## src/rtl/muldiv_pkg.sv

```systemverilog
// Shared encodings for the multiply/divide sequencer and the HI/LO mux select.
package muldiv_pkg;

    localparam logic [2:0] S_IDLE  = 3'd0;
    localparam logic [2:0] S_START = 3'd1;
    localparam logic [2:0] S_RUN   = 3'd2;
    localparam logic [2:0] S_WRITE = 3'd3;
    localparam logic [2:0] S_EXC   = 3'd4;

    typedef enum logic [2:0] {
        ST_IDLE  = S_IDLE,
        ST_START = S_START,
        ST_RUN   = S_RUN,
        ST_WRITE = S_WRITE,
        ST_EXC   = S_EXC
    } state_t;

    localparam logic OP_DIV  = 1'b0;
    localparam logic OP_MULT = 1'b1;

endpackage

```

## src/rtl/muldiv_cnt.sv

```systemverilog
// Loadable down-counter timing the multicycle mult/div latency.
module muldiv_cnt #(
    parameter int CNT_W = 6
) (
    input  logic             clk,
    input  logic             reset,
    input  logic             load,
    input  logic [CNT_W-1:0] load_value,
    input  logic             en,
    output logic [CNT_W-1:0] value,
    output logic             zero
);

    // NOTE: sequential state uses non-blocking assignments so every flop samples pre-edge values.
    always_ff @(posedge clk or negedge reset) begin
        if (!reset) begin
            value <= '0;
        end else if (load) begin
            value <= load_value;
        end else if (en && !zero) begin
            value <= value - 1'b1;
        end
    end

    assign zero = (value == '0);

endmodule

```

## src/rtl/muldiv_sequencer.sv

```systemverilog
// Issues start pulses to mult/div, waits a fixed latency, then commits HI/LO or raises div_exc.
module muldiv_sequencer
    import muldiv_pkg::*;
#(
    parameter int MULT_CYCLES = 33,
    parameter int DIV_CYCLES  = 33,
    parameter int CNT_W       = 6
) (
    input  logic clk,
    input  logic reset,
    input  logic op_valid,
    input  logic op_sel,
    input  logic cancel,
    input  logic divzero,
    output logic op_ready,
    output logic mult_start,
    output logic div_start,
    output logic HI_write,
    output logic LO_write,
    output logic HiLoSrc,
    output logic busy,
    output logic done,
    output logic div_exc
);

    localparam logic [CNT_W-1:0] MULT_LOAD = CNT_W'(MULT_CYCLES - 1);
    localparam logic [CNT_W-1:0] DIV_LOAD  = CNT_W'(DIV_CYCLES - 1);

    state_t           state;
    state_t           state_next;
    logic             sel_q;
    logic             accept;
    logic [CNT_W-1:0] cnt_value;
    logic             cnt_zero;

    // A cancel in IDLE blocks acceptance for that cycle.
    assign accept = (state == ST_IDLE) && op_valid && !cancel;

    muldiv_cnt #(.CNT_W(CNT_W)) u_cnt (
        .clk        (clk),
        .reset      (reset),
        .load       (accept),
        .load_value (op_sel ? MULT_LOAD : DIV_LOAD),
        .en         (state == ST_RUN),
        .value      (cnt_value),
        .zero       (cnt_zero)
    );

    always_ff @(posedge clk or negedge reset) begin
        if (!reset) begin
            state <= ST_IDLE;
            sel_q <= OP_DIV;
        end else begin
            state <= state_next;
            if (accept) begin
                sel_q <= op_sel;
            end
        end
    end

    // NOTE: every output gets a default first so no path through the case infers a latch.
    always_comb begin
        state_next = state;
        op_ready   = 1'b0;
        mult_start = 1'b0;
        div_start  = 1'b0;
        HI_write   = 1'b0;
        LO_write   = 1'b0;
        done       = 1'b0;
        div_exc    = 1'b0;

        case (state)
            ST_IDLE: begin
                op_ready = 1'b1;
                if (accept) state_next = ST_START;
            end
            ST_START: begin
                mult_start = (sel_q == OP_MULT);
                div_start  = (sel_q == OP_DIV);
                state_next = ST_RUN;
            end
            ST_RUN: begin
                if (sel_q == OP_DIV && divzero) state_next = ST_EXC;
                else if (cnt_zero)             state_next = ST_WRITE;
            end
            ST_WRITE: begin
                HI_write   = 1'b1;
                LO_write   = 1'b1;
                done       = 1'b1;
                state_next = ST_IDLE;
            end
            ST_EXC: begin
                div_exc    = 1'b1;
                state_next = ST_IDLE;
            end
            default: state_next = ST_IDLE;
        endcase

        // Cancel outranks everything and masks the pulses of the cycle it arrives in.
        if (cancel && state != ST_IDLE) begin
            state_next = ST_IDLE;
            mult_start = 1'b0;
            div_start  = 1'b0;
            HI_write   = 1'b0;
            LO_write   = 1'b0;
            done       = 1'b0;
            div_exc    = 1'b0;
        end
    end

    assign busy    = (state != ST_IDLE);
    assign HiLoSrc = sel_q;

endmodule

```

## config.mk

```make
export PLATFORM = sky130hd
export DESIGN_NAME = muldiv_sequencer
export DESIGN_NICKNAME = d
export VERILOG_FILES = /design/src/rtl/muldiv_pkg.sv /design/src/rtl/muldiv_cnt.sv /design/src/rtl/muldiv_sequencer.sv
export SDC_FILE = /design/constraint.sdc
export NUM_CORES = 1
export LEC_CHECK = 0
export CORE_MARGIN = 8
export CORE_UTILIZATION = 33
export DETAILED_ROUTE_END_ITERATION = 10
export PLACE_DENSITY = 0.67
export SLEW_MARGIN = 20
export SYNTH_ARGS = -nofsm -noshare
export SYNTH_HDL_FRONTEND = slang
export SYNTH_SLANG_ARGS = --single-unit
```

## constraint.sdc

```tcl
create_clock -name clk -period 1.8 [get_ports clk]
set_clock_uncertainty 0.2 [all_clocks]
set_input_delay 0.27 -clock clk [delete_from_list [all_inputs] [get_ports clk]]
set_output_delay 0.27 -clock clk [all_outputs]
set_load 0.02 [all_outputs]
```

After elaboration in Yosys (flattened, before gate mapping)
Index checks and enable logic that the tools add are counted.
Storage, ports and cells
  flip-flop bits (word level): 10
  input port bits: 6
  output and inout bits: 9
  logic and storage cells: 39
Operators by class
  add/sub/neg operators: 1
  equal/unequal tests: 6
  mux-type cells: 16
  bitwise logic cells: 1
  reductions and logical operators: 12
Operators with widths (count)
  $mux W3: 4
  $mux W6: 2
  $mux W1: 9
  $pmux W3 S3: 1
  $eq A3 B2 Y1 const B: 2
  $logic_not A6 Y1: 1
  $sub A6 B1 Y6 const B: 1
  $logic_and A1 B1 Y1: 5
  $ne A4 B4 Y1 const B: 1
  $eq A3 B1 Y1 const B: 1
  $eq A3 B3 Y1 const B: 1
  $logic_not A3 Y1: 1
  $ne A3 B2 Y1 const B: 1
  $reduce_bool A3 Y1: 1
  $logic_not A1 Y1: 2
  $reduce_and A2 Y1: 1
  $reduce_bool A2 Y1: 1
  $not A1 Y1: 1

Longest topological paths before layout
  depth in word-level cells: 6
  mapped depth: 5
  mapped depth without buffers: 5

Cells and area by module
A second synthesis with hierarchy kept.
Second synthesis, totals
  cell total of the unflattened synthesis: 74
  area total of the unflattened synthesis: 675.6 um^2
Modules (own cells, without submodules)
  muldiv_cnt: times used 1, cells each 44, area each 395.4 um^2, sequential area each 150.1 um^2
  muldiv_sequencer: times used 1, cells each 30, area each 280.3 um^2, sequential area each 100.1 um^2

Least setup slack after synthesis
OpenSTA, ideal clock, no wires.
  kind: register to output
  start point: register state[2]
  end point: output LO_write
  arrival: 1.397 ns
  required time: 1.330 ns
  slack: -0.067 ns
  cell stages (with the launch flop): 4
  path through: dfrtp_1 -> clkbuf_1 -> nor3_1 -> buf_4
Between the ends
  word-level cells in the longest chain between the ends: 3
  elaborated cells on any way between the ends: 5
  those cells by class: eq/ne: 1; mux: 2; reduce/logical: 2
RTL lines
  start, declared: RTL line muldiv_sequencer.sv:29  | state_t state;
  start signal, assigned: RTL line muldiv_sequencer.sv:54  | state <= state_next;
  $eq A3 B2 Y1 / $reduce_bool A3 Y1 (equally long branches)
  $mux W1 / $logic_and A1 B1 Y1 (equally long branches)
  $mux W1 (*)
  end, declared: RTL line muldiv_sequencer.sv:19  | output logic LO_write,
Mark *: on every way between the ends. The rest lies on a longest branch, timed or not.

Worst setup path after layout
  start point: register state[1]
  end point: register sel_q, in the netlist HiLoSrc
Between the ends
  word-level cells in the longest chain between the ends: 3
RTL lines
  $logic_not A3 Y1: RTL line muldiv_sequencer.sv:37  | assign accept = (state == ST_IDLE) && op_valid && !cancel;
  $logic_and A1 B1 Y1 (2 in a row): RTL line muldiv_sequencer.sv:37
  end signal, assigned: RTL line muldiv_sequencer.sv:56  | sel_q <= op_sel;
  end, declared: RTL line muldiv_sequencer.sv:31  | logic sel_q;
No other way between the ends.
A chain may end at the register's enable or synchronous reset.

==> results.md <==
- Post-Route Utilization: 57.3%
- Clk_lat worst skew: 270 ps
- Status: finished with violations
- Vias per inst: 4.96
- Max-Cap Viols: 0
- Max Slew Vio Count: 0
- First-pass GRT wire length: 3020 µm
- I/O Buffers: 14
- Post-Synth Adder-Cell Area: 3.92%
- Share of cells above drive strength 1: between 50% and 60%
- Synth top cells by count: 10 x dfrtp_1, 5 x inv_1, 4 x mux2i_1, 4 x nor3_1, 4 x o21ai_0
- Largest net degree at the start of global routing: 11
- Synth Area in XOR/XNOR: 0%
- Post-DRT Antenna Nets: 0
- P_leak: 0.494 nW
- Critical path peak fanout: 4
- Reg2reg start: state[1]
- CP Launch Type: flop
- DRC viols: 0
- Fin crit share: 104%
- Violated checks: setup timing
- Avg Cell Area, Syn: 10.1 µm²
- Rel. slew slack: 65.1%
- Die X: approximately 60 µm
- YS warnings: 0
- FFs w/ async S/R, synth: 100%
- Crit path launch: state[1]
- # setup viols final: 4
- Most used flip-flop cell after synthesis: dfrtp_1
- Synth top area cells: dfrtp_1 39%, mux2i_1 6.3%, ha_1 3.9%, nor3_1 3.1%, o21ai_0 3.1%
- Avg WL per Cell: 14.5 µm
- RSZ-0062 raised after global routing: yes
- Grt ovf: 0
- Area growth syn-to-layout: 69.0%
- Fin. Hold Viols: 0
- H-Tree Depth: 1
- Synth Area in Simple Gates: 26.3%
- Post-synthesis mux area share: 8.63%
- Vias in the first global route: 660
- Via count: 630
- Crit-path max cell delay: 470 ps
- Power per standard cell area: 1160 mW/mm²
- CTS Buf Count: 3
- TritonCTS Sinks: 10
- Count leader, synth: dfrtp_1
- Worst Setup End Kind: flop
- Yosys top cell area share: about two fifths
- Final non-filler cell total: 127
- DRT Wirelength: 1840 µm
- Hold WC Path Type: in2async
- Worst path top cell family by delay: simple AND/OR/NAND/NOR gates
- Core Rows: 16
- Final Power: 1.25 mW
- CP bufs+invs: 1
- Clock-pin slew on the worst setup and hold paths: 70 ps
- Antenna violations before repair: 0
- Dominant cell type by area after synthesis: dfrtp_1
- Die area: 0.00360 mm²
- DP Wirelength: 1340 µm
- Initial DRT Pass Iterations: 4
- Initial core utilization: 33.9%
- CTS Buffer Depth: 2
- Crit-path slowest cell: or4_4
- Die span in y: 60.0 µm
- CP Class: reg2reg
- Nets@finish: approximately 110
- Post-synth EDFFs: 0
- GRT Util Overall: ~11%
- Largest family of logic cells by synthesized area: simple AND/OR/NAND/NOR gates
- Maximum vdd drop: 0.721 mV
- Fin crit period: 1880 ps
- Ports: 15
- Fmax: 533 MHz
- Placer Congestion: 0.795
- Cell variety after synth: 36
- Crit path cell chain: buf_6 > or4_4 > or2_4 > mux2_4
- N_diodes: 0
- CTS Hold Buffers Added: 0
- #FFs+latches synth: 10
- Iter 0 DRT Violations: 12
- Final worst setup slack: -75.3 ps
- Worst-Margin Slew: 511 ps
- Placed insts: around 120
- Synthesized area: 638 µm²
- Post-synthesis sequential area ratio: between 30% and 40%
- Mapped Cells: 63
- CTS tree: built
- CP required: ~1800 ps
- Syn_nets: 71
- CTS root buf: clkbuf_4
- Worst EP arrival: 1840 ps
- Core area: 0.00188 mm²
- Synth Area in Compound Gates: 14.3%
==> worst register-to-register path, cell delays in order (launching register included) <==
cell     delay (ps)
dfrtp_1         420
buf_6           130
or4_4           470
or2_4           250
mux2_4          290
==> final cells by class <==
class | instances | area (µm²)
Clock buffer | 4 | 36.3
Fill cell | 168 | 803
Inverter | 5 | 18.8
Multi-Input combinational cell | 44 | 420
Sequential cell | 10 | 253
Tap cell | 27 | 33.8
Timing Repair Buffer | 37 | 317
==> layer usage <==
metal  share of wire, %  vias up  global-route usage [%]  routed length, µm
met5                  0        -                       0                  0
met4                1.8        0                    7.14                 33
met3                1.3        4                    1.08                 23
met2                 53        8                    19.5                982
met1                 43      310                    12.7                797
li1                   -      308                       -                  -
==> report_power, final <==
group	leakage (nW)	internal [mW]	switching, mW
combinational	0.349	0.367	0.307
sequential	0.124	0.297	0.0696
clock	0.0210	0.123	0.0893
==> flip-flops by register name, summed over array words and instances, names as in the netlist <==
signal       flops
HiLoSrc          1
state            3
u_cnt.value      6
==> path summary, 6_finish.rpt <==
path,endpoint,slack [ps],cells past startpoint
min in group clk,u_cnt.value[3],310,1
min reg2reg,u_cnt.value[3],310,1
min,state[1],120,1
max reg2reg,HiLoSrc,-80,4
max,HiLoSrc,-80,4
max in group asynchronous,state[2],940,1
==> timing repair <==
action,in CTS,in global routing
endpoints found under the hold margin,0,0
endpoints found under the setup margin,17,15
setup buffers,2,3
pin swaps,3,2
resized for setup,42,21
==> cells by family (layout without fill, tap and decap cells) <==
family | after synthesis | in the layout
flip-flops | 10 | 10
AO/OA/AOI/OAI | 13 | 13
adder cells (fa/ha/maj) | 2 | 2
AND/OR/NAND/NOR | 24 | 24
multiplexers | 5 | 5
buffers and inverters | 9 | 46
==> through the flow <==
stage	cell area [µm²]	hold slack [ps]	TNS, ps	setup WS, ps
finish	1080	116	-176	-75.3
global route	1080	167	-700	-125
CTS	988	133	-186	-70.8
detailed placement	933	289	-5390	-468
global placement	933	281	-4570	-436
floorplan	656	-226	-23.8	-17.0
==> cell usage in the layout, fill, tap and decap left out, types with 2 or more instances in the layout <==
cell | netlist | layout
buf_2 | 0 | 2
buf_4 | 2 | 20
buf_6 | 1 | 7
clkbuf_4 | 0 | 3
clkdlybuf4s50_1 | 0 | 4
dfrtp_1 | 10 | 8
dfrtp_2 | 0 | 2
dlygate4sd2_1 | 0 | 3
inv_1 | 5 | 3
inv_2 | 0 | 2
mux2i_1 | 4 | 4
nand2_1 | 2 | 2
nand2b_1 | 2 | 2
nor3_1 | 4 | 2
o21ai_1 | 1 | 2
o21ai_2 | 0 | 2
or3b_4 | 0 | 2
(Power assumes the default switching activity.)
